### config.mk
export PLATFORM = sky130hd
export DESIGN_NAME = pdm_mic_capture
export DESIGN_NICKNAME = d
export VERILOG_FILES = /design/src/rtl/pdm_pkg.sv /design/src/rtl/pdm_clk_gen.sv /design/src/rtl/pdm_mic_capture.sv
export SDC_FILE = /design/constraint.sdc
export NUM_CORES = 1
export LEC_CHECK = 0
export ABC_AREA = 1
export ABC_CLOCK_PERIOD_IN_PS = 1500
export BUFFER_PORTS_ARGS = -buffer_cell sky130_fd_sc_hd__clkbuf_2
export CAP_MARGIN = 40
export CORE_MARGIN = 3
export CORE_UTILIZATION = 48
export DETAILED_ROUTE_END_ITERATION = 16
export GPL_TIMING_DRIVEN = 0
export PLACE_DENSITY = 0.77
export SLEW_MARGIN = 30
export SYNTH_ARGS = -nofsm -noshare
export SYNTH_HDL_FRONTEND = slang
export SYNTH_SLANG_ARGS = --single-unit
### constraint.sdc
create_clock -name clk -period 1.5 [get_ports clk]
set_input_delay 0 -clock clk [delete_from_list [all_inputs] [get_ports clk]]
set_output_delay 0 -clock clk [all_outputs]
set_load 0.02 [all_outputs]
### src/rtl/pdm_pkg.sv
// ---------------------------------------------------------------------------
// pdm_pkg
// Shared definitions for the PDM microphone capture block.
//   pdm_state_t : capture FSM states (IDLE, SETTLE, RUN)
//   pcm_width() : width of a per-window ones-count for a given window length.
//                 A window of N bits can hold N ones, so the count needs
//                 clog2(N)+1 bits.
// ---------------------------------------------------------------------------
package pdm_pkg;

    typedef enum logic [1:0] {
        IDLE   = 2'd0,
        SETTLE = 2'd1,
        RUN    = 2'd2
    } pdm_state_t;

    function automatic int pcm_width(input int dec_len);
        return $clog2(dec_len) + 1;
    endfunction

endpackage

### src/rtl/pdm_clk_gen.sv
// ---------------------------------------------------------------------------
// pdm_clk_gen
// Divides the system clock down to the microphone bit clock and produces the
// single-cycle strobes at which the capture logic samples sdata.
//
// Ports
//   clk      in   system clock
//   rst_n    in   asynchronous active-low reset
//   run      in   divider runs while high, otherwise held at zero
//   sclk     out  mic bit clock: low for the first half of each period
//   l_stb    out  last low-phase cycle of a period (left channel sample point)
//   r_stb    out  last high-phase cycle of a period (right channel sample
//                 point), only when STEREO != 0
//   per_end  out  last cycle of an sclk period
// ---------------------------------------------------------------------------
module pdm_clk_gen #(
    parameter int CLK_DIV = 32,
    parameter int STEREO  = 1
) (
    input  logic clk,
    input  logic rst_n,
    input  logic run,
    output logic sclk,
    output logic l_stb,
    output logic r_stb,
    output logic per_end
);

    localparam int DIV_W = $clog2(CLK_DIV);
    localparam int HALF  = CLK_DIV / 2;
    localparam logic [DIV_W-1:0] L_POINT  = DIV_W'(HALF - 1);
    localparam logic [DIV_W-1:0] LAST     = DIV_W'(CLK_DIV - 1);
    localparam logic [DIV_W-1:0] HIGH_BEG = DIV_W'(HALF);

    logic [DIV_W-1:0] div_cnt;
    logic [DIV_W-1:0] div_next;

    // Next divider value: wraps at the end of a period and collapses to zero
    // whenever the divider is stopped.
    always_comb begin
        div_next = '0;
        if (run && (div_cnt != LAST)) begin
            div_next = div_cnt + DIV_W'(1);
        end
    end

    // sclk is registered from div_next so the pin is glitch-free and always
    // equals (div_cnt >= CLK_DIV/2) for the registered div_cnt.
    always_ff @(posedge clk or negedge rst_n) begin
        if (!rst_n) begin
            div_cnt <= '0;
            sclk    <= 1'b0;
        end else begin
            div_cnt <= div_next;
            sclk    <= (div_next >= HIGH_BEG);
        end
    end

    assign per_end = run && (div_cnt == LAST);
    assign l_stb   = run && (div_cnt == L_POINT);
    assign r_stb   = (STEREO != 0) && per_end;

endmodule

### src/rtl/pdm_mic_capture.sv
// ---------------------------------------------------------------------------
// pdm_mic_capture
// Clocks one or two PDM microphones sharing a data line and turns each
// window of DEC_LEN bit-clock periods into an unsigned ones-count per channel.
// After enable, SETTLE_WIN windows are thrown away while the mics wake up.
//
// Ports
//   clk, rst_n          system clock, asynchronous active-low reset
//   enable              capture enable; low returns to IDLE immediately
//   sdata               PDM data from the mic(s)
//   sclk, lrsel         mic bit clock and L/R select (tied low)
//   pcm_l, pcm_r        ones-count per window (pcm_r is 0 when mono)
//   pcm_valid/pcm_ready valid/ready handshake for pcm_l/pcm_r
//   overrun             sticky: a result replaced one that was never taken
//   overrun_clr         clears overrun (a coincident new overrun wins)
//   anout               last left-channel bit, for direct PWM monitoring
//   ampSD               amplifier enable, follows enable
// ---------------------------------------------------------------------------
module pdm_mic_capture
    import pdm_pkg::*;
#(
    parameter int CLK_DIV    = 32,
    parameter int DEC_LEN    = 64,
    parameter int STEREO     = 1,
    parameter int SETTLE_WIN = 2,
    localparam int PCM_W     = pcm_width(DEC_LEN)
) (
    input  logic             clk,
    input  logic             rst_n,
    input  logic             enable,
    input  logic             sdata,
    output logic             sclk,
    output logic             lrsel,
    output logic [PCM_W-1:0] pcm_l,
    output logic [PCM_W-1:0] pcm_r,
    output logic             pcm_valid,
    input  logic             pcm_ready,
    output logic             overrun,
    input  logic             overrun_clr,
    output logic             anout,
    output logic             ampSD
);

    localparam int BIT_W = $clog2(DEC_LEN);
    // settle_cnt only ever holds 0..SETTLE_WIN-1
    localparam int SET_W = (SETTLE_WIN < 2) ? 1 : $clog2(SETTLE_WIN);

    pdm_state_t       state;
    logic [SET_W-1:0] settle_cnt;
    logic [BIT_W-1:0] bit_cnt;
    logic [PCM_W-1:0] acc_l;
    logic [PCM_W-1:0] acc_r;
    logic [PCM_W-1:0] res_l;
    logic [PCM_W-1:0] res_r;
    logic             run;
    logic             l_stb;
    logic             r_stb;
    logic             per_end;
    logic             window_end;
    logic             load;

    // Sampling stops in the very cycle enable drops, so a partial window is
    // never counted even though the FSM only reaches IDLE on the next edge.
    assign run = (state != IDLE) && enable;

    pdm_clk_gen #(
        .CLK_DIV (CLK_DIV),
        .STEREO  (STEREO)
    ) u_clk_gen (
        .clk     (clk),
        .rst_n   (rst_n),
        .run     (run),
        .sclk    (sclk),
        .l_stb   (l_stb),
        .r_stb   (r_stb),
        .per_end (per_end)
    );

    assign window_end = per_end && (bit_cnt == BIT_W'(DEC_LEN - 1));

    // The R sample point coincides with the window end, so the right result
    // must include the bit being sampled right now. The L sample point never
    // lands on a period end, so acc_l is already complete.
    assign res_l = acc_l;
    assign res_r = (STEREO != 0) ? (acc_r + PCM_W'(sdata)) : '0;

    assign load  = window_end && (state == RUN);
    assign lrsel = 1'b0;
    assign ampSD = enable;

    // Capture FSM: SETTLE counts discarded windows before results go out.
    always_ff @(posedge clk or negedge rst_n) begin
        if (!rst_n) begin
            state      <= IDLE;
            settle_cnt <= '0;
        end else if (!enable) begin
            state      <= IDLE;
            settle_cnt <= '0;
        end else begin
            case (state)
                IDLE: begin
                    settle_cnt <= '0;
                    state      <= (SETTLE_WIN == 0) ? RUN : SETTLE;
                end
                SETTLE: begin
                    if (window_end) begin
                        if (int'(settle_cnt) == SETTLE_WIN - 1) begin
                            state <= RUN;
                        end else begin
                            settle_cnt <= settle_cnt + SET_W'(1);
                        end
                    end
                end
                RUN:     state <= RUN;
                default: state <= IDLE;
            endcase
        end
    end

    // Bit-period counter and per-channel ones accumulators.
    always_ff @(posedge clk or negedge rst_n) begin
        if (!rst_n) begin
            bit_cnt <= '0;
            acc_l   <= '0;
            acc_r   <= '0;
            anout   <= 1'b0;
        end else if (!run) begin
            bit_cnt <= '0;
            acc_l   <= '0;
            acc_r   <= '0;
        end else begin
            if (l_stb) begin
                acc_l <= acc_l + PCM_W'(sdata);
                anout <= sdata;
            end
            if (per_end) begin
                bit_cnt <= bit_cnt + BIT_W'(1);
            end
            if (window_end) begin
                acc_l <= '0;
                acc_r <= '0;
            end else if (r_stb) begin
                acc_r <= acc_r + PCM_W'(sdata);
            end
        end
    end

    // Output register and handshake. A load always leaves valid high; it is
    // an overrun only when the previous result was still waiting.
    always_ff @(posedge clk or negedge rst_n) begin
        if (!rst_n) begin
            pcm_l     <= '0;
            pcm_r     <= '0;
            pcm_valid <= 1'b0;
            overrun   <= 1'b0;
        end else begin
            if (load) begin
                pcm_l     <= res_l;
                pcm_r     <= res_r;
                pcm_valid <= 1'b1;
            end else if (pcm_valid && pcm_ready) begin
                pcm_valid <= 1'b0;
            end
            if (load && pcm_valid && !pcm_ready) begin
                overrun <= 1'b1;
            end else if (overrun_clr) begin
                overrun <= 1'b0;
            end
        end
    end

endmodule

### Word level (Yosys, flattened, before mapping)

Cells that the tools add are included.
W data, S select, Z words.

* reduce and logical (&&, ||, !) cells: 17
* multiplexer cells: 21
* add/sub/neg operators: 5
* magnitude comparators: 1
* equality and inequality tests: 12

Operators by type and width (count)
* $mux W7: 6
* $add A7 B1 Y7: 2
* $mux W6: 2
* $ne A3 B3 Y1 const B: 4
* $logic_and A1 B1 Y1: 9
* $mux W1: 7
* $add A6 B1 Y6 const B: 1
* $eq A6 B6 Y1 const B: 1
* $mux W2: 3
* $pmux W2 S3: 1
* $reduce_and A2 Y1: 3
* $reduce_bool A2 Y1: 3
* $add A5 B1 Y5 const B: 1
* $eq A5 B4 Y1 const B: 1
* $eq A5 B5 Y1 const B: 1
* $ge A5 B5 Y1 const B: 1
* $mux W5: 1
* $ne A5 B5 Y1 const B: 1
* $ne A3 B1 Y1 const B: 1
* $eq A2 B1 Y1 const B: 1
* $eq A2 B2 Y1 const B: 1
* $logic_not A2 Y1: 1
* $ne A2 B2 Y1 const B: 1
* $pmux W1 S2: 1
* other kinds (2): 2

* output and inout port bits: 20
* register bits after elaboration: 46
* input bits: 6
* word-level logic and storage cells: 68

### Longest topological paths before layout

* depth in word-level cells: 8
* depth in mapped cells: 10
* depth with buffers taken out: 10

### Hierarchy

Synthesis repeated with hierarchy kept, for this count alone.

* cells, all modules: 268
* area, all modules: 2288.4 µm²

By module, submodules not included
* pdm_mic_capture: instances 1, cells an instance 236, sequential area each 1001.0 µm², area an instance 2028.2 µm²
* pdm_clk_gen: instances 1, cells an instance 32, sequential area each 125.1 µm², area an instance 260.2 µm²

### Least setup slack after synthesis

Ideal clock, no wire load.

* path kind: reg-to-reg
* start: register u_clk_gen.div_cnt[0]
* end: register pcm_l[0]
* path slack: -0.192 ns
* setup time: 0.118 ns
* required time: 1.382 ns
* period minus slack after synthesis: 1.692 ns
* path buffers: 1
* arrival time: 1.574 ns
* stages on the path, launching flop included: 11
* cell sequence: dfrtp_1 -> ha_1 -> nand2_1 -> nor2_1 -> ha_1 -> inv_1 -> nor2_4 -> nand3_4 -> buf_6 -> nand2_1 -> o21ai_2

* cells in the longest elaborated chain, start to end: 4

Ends and longest elaborated chain
* from (decl): line pdm_clk_gen.sv:35 `logic [DIV_W-1:0] div_cnt;`
* from (signal assigned): line pdm_clk_gen.sv:54 `div_cnt <= div_next;`
* $eq A5 B5 Y1: line pdm_clk_gen.sv:59 `assign per_end = run && (div_cnt == LAST);`
* $logic_and A1 B1 Y1: line pdm_clk_gen.sv:59
* $logic_and A1 B1 Y1: line pdm_mic_capture.sv:79 `assign window_end = per_end && (bit_cnt == BIT_W'(DEC_LEN - 1));`
* $logic_and A1 B1 Y1: line pdm_mic_capture.sv:87 `assign load = window_end && (state == RUN);`
* to (signal assigned): line pdm_mic_capture.sv:158 `pcm_l <= res_l;`
* to (decl): line pdm_mic_capture.sv:34 `output logic [PCM_W-1:0] pcm_l,`

No other way between the ends.
A chain may end at the register's enable or synchronous reset.

### Final worst setup path

* start: register state[0]
* end: register pcm_r[5]

* cells in the longest elaborated chain, start to end: 5
* elaborated cells on any way between the ends: 6
* those cells by class: 1 x eq/ne; 5 x reduce/logical

Ends and longest elaborated chain
* from (decl): line pdm_mic_capture.sv:48 `pdm_state_t state;`
* from (signal assigned): line pdm_mic_capture.sv:103 `state <= (SETTLE_WIN == 0) ? RUN : SETTLE;`
* $reduce_bool A2 Y1: line pdm_mic_capture.sv:64 `assign run = (state != IDLE) && enable;`
* $logic_and A1 B1 Y1: line pdm_mic_capture.sv:64
* $logic_and A1 B1 Y1: line pdm_clk_gen.sv:59
* $logic_and A1 B1 Y1: line pdm_mic_capture.sv:79
* $logic_and A1 B1 Y1 *: line pdm_mic_capture.sv:87
* to (signal assigned): line pdm_mic_capture.sv:159 `pcm_r <= res_r;`
* to (decl): line pdm_mic_capture.sv:35 `output logic [PCM_W-1:0] pcm_r,`

Mark *: on every way between the ends. The rest lies on a longest branch, timed or not.

==> results.sh <==
export IMPL_synth_ff_type="dfrtp_1"
export IMPL_worst_endpoint_required_ns=1.73
export IMPL_postSynthNetCount=273
export IMPL_area_growth_pct=36.6
export IMPL_synth_top_cell_area_share=0.500
export IMPL_hold_depth=3
export IMPL_maxSlewHeadroom=0.589
export IMPL_viasPerCell=5.25
export IMPL_reg2reg_from="state[0]"
export IMPL_path_delay_family="simple AND/OR/NAND/NOR gates"
export IMPL_grt_pass1_vias=1792
export IMPL_rsz0062_at_grt="true"
export IMPL_grt_max_degree=46
export IMPL_synth_most_common_cell="nand2_1"
export IMPL_final_area_um2=3080
export IMPL_synth_seq_cells=45
export IMPL_dr_max_layer_used="met4"
export IMPL_clock_skew_ns=0.0106
export IMPL_numCtsBuffers=5
export IMPL_first_pass_iters=4
export IMPL_synth_seq_area_share=0.500
export IMPL_slowest_stage="dfrtp_1"
export IMPL_place_area_um2=2450
export IMPL_diodes=0
export IMPL_finalWeightedCongestion=0.838
export IMPL_synth_common_cells="78 x nand2_1, 45 x dfrtp_1, 27 x inv_1"
export IMPL_dieArea_um2=5550
export IMPL_grt_overflow_total=0
export IMPL_crit_top_cell="inv_1"
export IMPL_cts_sinks=45
export IMPL_synth_warnings=0
export IMPL_worstSetupStartpoint="state[0]"
export IMPL_cts_tree="done"
export IMPL_synth_top_family_by_area="simple AND/OR/NAND/NOR gates"
export IMPL_numPortBuffers=24
export IMPL_synthSimpleGateAreaFrac=0.245
export IMPL_yosys_area_top_type="dfrtp_1"
export IMPL_grt_first_pass_wirelength_mm=7.96
export IMPL_post_dp_hpwl_mm=3.01
export IMPL_power_density_nw_per_um2=921
export IMPL_hp_class="in -> reg"
export IMPL_synthMuxAreaShare=0
export IMPL_cp_start_kind="register"
export IMPL_p_total_mw=2.83
export IMPL_post_route_period_util=1.13
export IMPL_min_from="enable"
export IMPL_fin_ws_ns=-0.192
export IMPL_place_ws_ns=-0.320
export IMPL_synth_compound_area_frac=0.0912
export IMPL_hold_viol_final=0
export IMPL_synth_xor_area_frac=0.0233
export IMPL_layout_nets=329
export IMPL_fillCellCount=309
export IMPL_drt_iter0_drc=165
export IMPL_htree_levels=2
export IMPL_synthArstFlopShare=1.00
export IMPL_drv_cap=0
export IMPL_finalSetupViolations=44
export IMPL_core_area_um2=4440
export IMPL_synth_cell_types=27
export IMPL_die_w_um=74.5
export IMPL_wl_met3_um=242
export IMPL_io_pins=26
export IMPL_wl_met2_mm=2.81
export IMPL_outcome="finished, violations left"
export IMPL_timing_fmax_ghz=0.591
export IMPL_crit_buf_inv=3
export IMPL_clk_pin_slew_ns=0.08
export IMPL_syn_inst=255
export IMPL_start_util=0.506
export IMPL_cts_buffer_depth=2
export IMPL_max_vdd_ir_drop_mv=0.701
export IMPL_critical_path_arrival_ns=1.92
export IMPL_reg2reg_depth=8
export IMPL_ant_nets=0
export IMPL_postSynthAreaPerCell_um2=8.83
export IMPL_crit_path_end="pcm_r[5]"
export IMPL_max_slew_worst_pin_slew_ns=0.616
export IMPL_clk_latency_ns=0.31
export IMPL_antenna_found_initial=0
export IMPL_min_period_ns=1.69
export IMPL_avgRoutedWirePerCell_um=14.5
export IMPL_path_cells="inv_1 -> ha_1 -> inv_1 -> nand2_4 -> nor2_4 -> nand3_4 -> buf_12 -> o21ai_1"
export IMPL_register_area_um2=1130
export IMPL_multi_input_area_um2=1190
export IMPL_drv_slew=0
export IMPL_synth_area_um2=2250
export IMPL_path_depth=8
export IMPL_dieHeight_um=74.5
export IMPL_via_count=1910
export IMPL_wl_met1_mm=2.12
export IMPL_violations="negative setup slack"
export IMPL_cp_max_fo=6
export IMPL_fin_tns_setup_ns=-5.45
export IMPL_wirelength_mm=5.28
export IMPL_cts_root_buf="clkbuf_8"
export IMPL_whs_ns=0.0432
export IMPL_drc=0
export IMPL_layout_drive_gt1_share=0.378
export IMPL_grt_total_usage=0.190
export IMPL_r2r_end="pcm_r[5]"
export IMPL_path_class="reg -> reg"
export IMPL_synthAdderAreaFrac=0.0667
export IMPL_r2r_slack_ns=-0.19
export IMPL_ys_top_cells_by_area="dfrtp_1 50%, nand2_1 13%, ha_1 6.7%"
export IMPL_cpPeakStageDelay_ns=0.39
export IMPL_rows=24
export IMPL_synth_edf_count=0
export IMPL_crit_path_end_kind="register"
export IMPL_leakagePower_nw=1.55
power breakdown:
part,internal (mW),leakage (nW),total (mW),switching (mW)
registers,1.25,0.626,1.29,0.0380
logic,0.229,0.867,0.582,0.354
clock network,0.542,0.0574,0.962,0.420
total,2.02,1.55,2.83,0.812
per-layer routing:
metal  track usage  vias up
li1              -      928
met1         0.230      919
met2         0.316       52
met3        0.0514       11
met4        0.0870        0
met5             0        -
layout make-up:
type	instances	area share
Clock buffer	6	0.0269
Timing Repair Buffer	49	0.122
Tap cell	52	0.0212
Inverter	29	0.0435
Sequential cell	45	0.366
Buffer	6	0.0195
Multi-Input combinational cell	175	0.389
Clock inverter	2	0.0122
cell usage in the layout, fill, tap and decap left out, types with 8 or more instances in the layout:
master    synthesis  layout
nand2_1          78      61
dfrtp_1          45      45
inv_1            27      24
clkbuf_2          0      23
buf_4             2      15
o21ai_2           6      12
nand2_4           1      11
nand2_2           4      11
nand3_1          14       9
o21ai_1           4       9
ha_1             12       9
nand4_1           8       8
worst register-to-register path: stages, from the launching register on:
cell and delay (ns):
dfrtp_1 0.39, inv_1 0.10, ha_1 0.21, inv_1 0.10
nand2_4 0.10, nor2_4 0.18, nand3_4 0.17, buf_12 0.21
o21ai_1 0.15
repair_timing:
item                       in CTS  in global routing
setup endpoints to repair      40                 45
gates cloned                    2                  0
pin swaps                       8                  7
setup buffers                  11                  8
resized for setup              37                 50
hold endpoints to repair       48                  0
hold buffers                    4                  0
worst min-delay path by stage:
stage	end
finish	settle_cnt
global route	settle_cnt
CTS	settle_cnt
detailed placement	pcm_valid
global placement	overrun
floorplan	acc_l[0]
sequential cells by signal (all words and copies together), names as in the netlist, 2 cells and up:
register,cells
pcm_r,7
u_clk_gen.div_cnt,5
acc_l,7
acc_r,7
state,2
pcm_l,7
bit_cnt,6
kinds of logic after synthesis:
group / after synthesis
fa+ha+maj: 12
simple gates: 122
buf+inv: 35
xor+xnor: 6
compound gates: 34
other cells: 1
flops: 45
stage by stage:
stage	cells	util
floorplan	255	-
global placement	331	0.550
detailed placement	331	0.550
CTS	356	0.636
global route	364	0.692
finish	364	0.692
(Power assumes the default switching activity.)
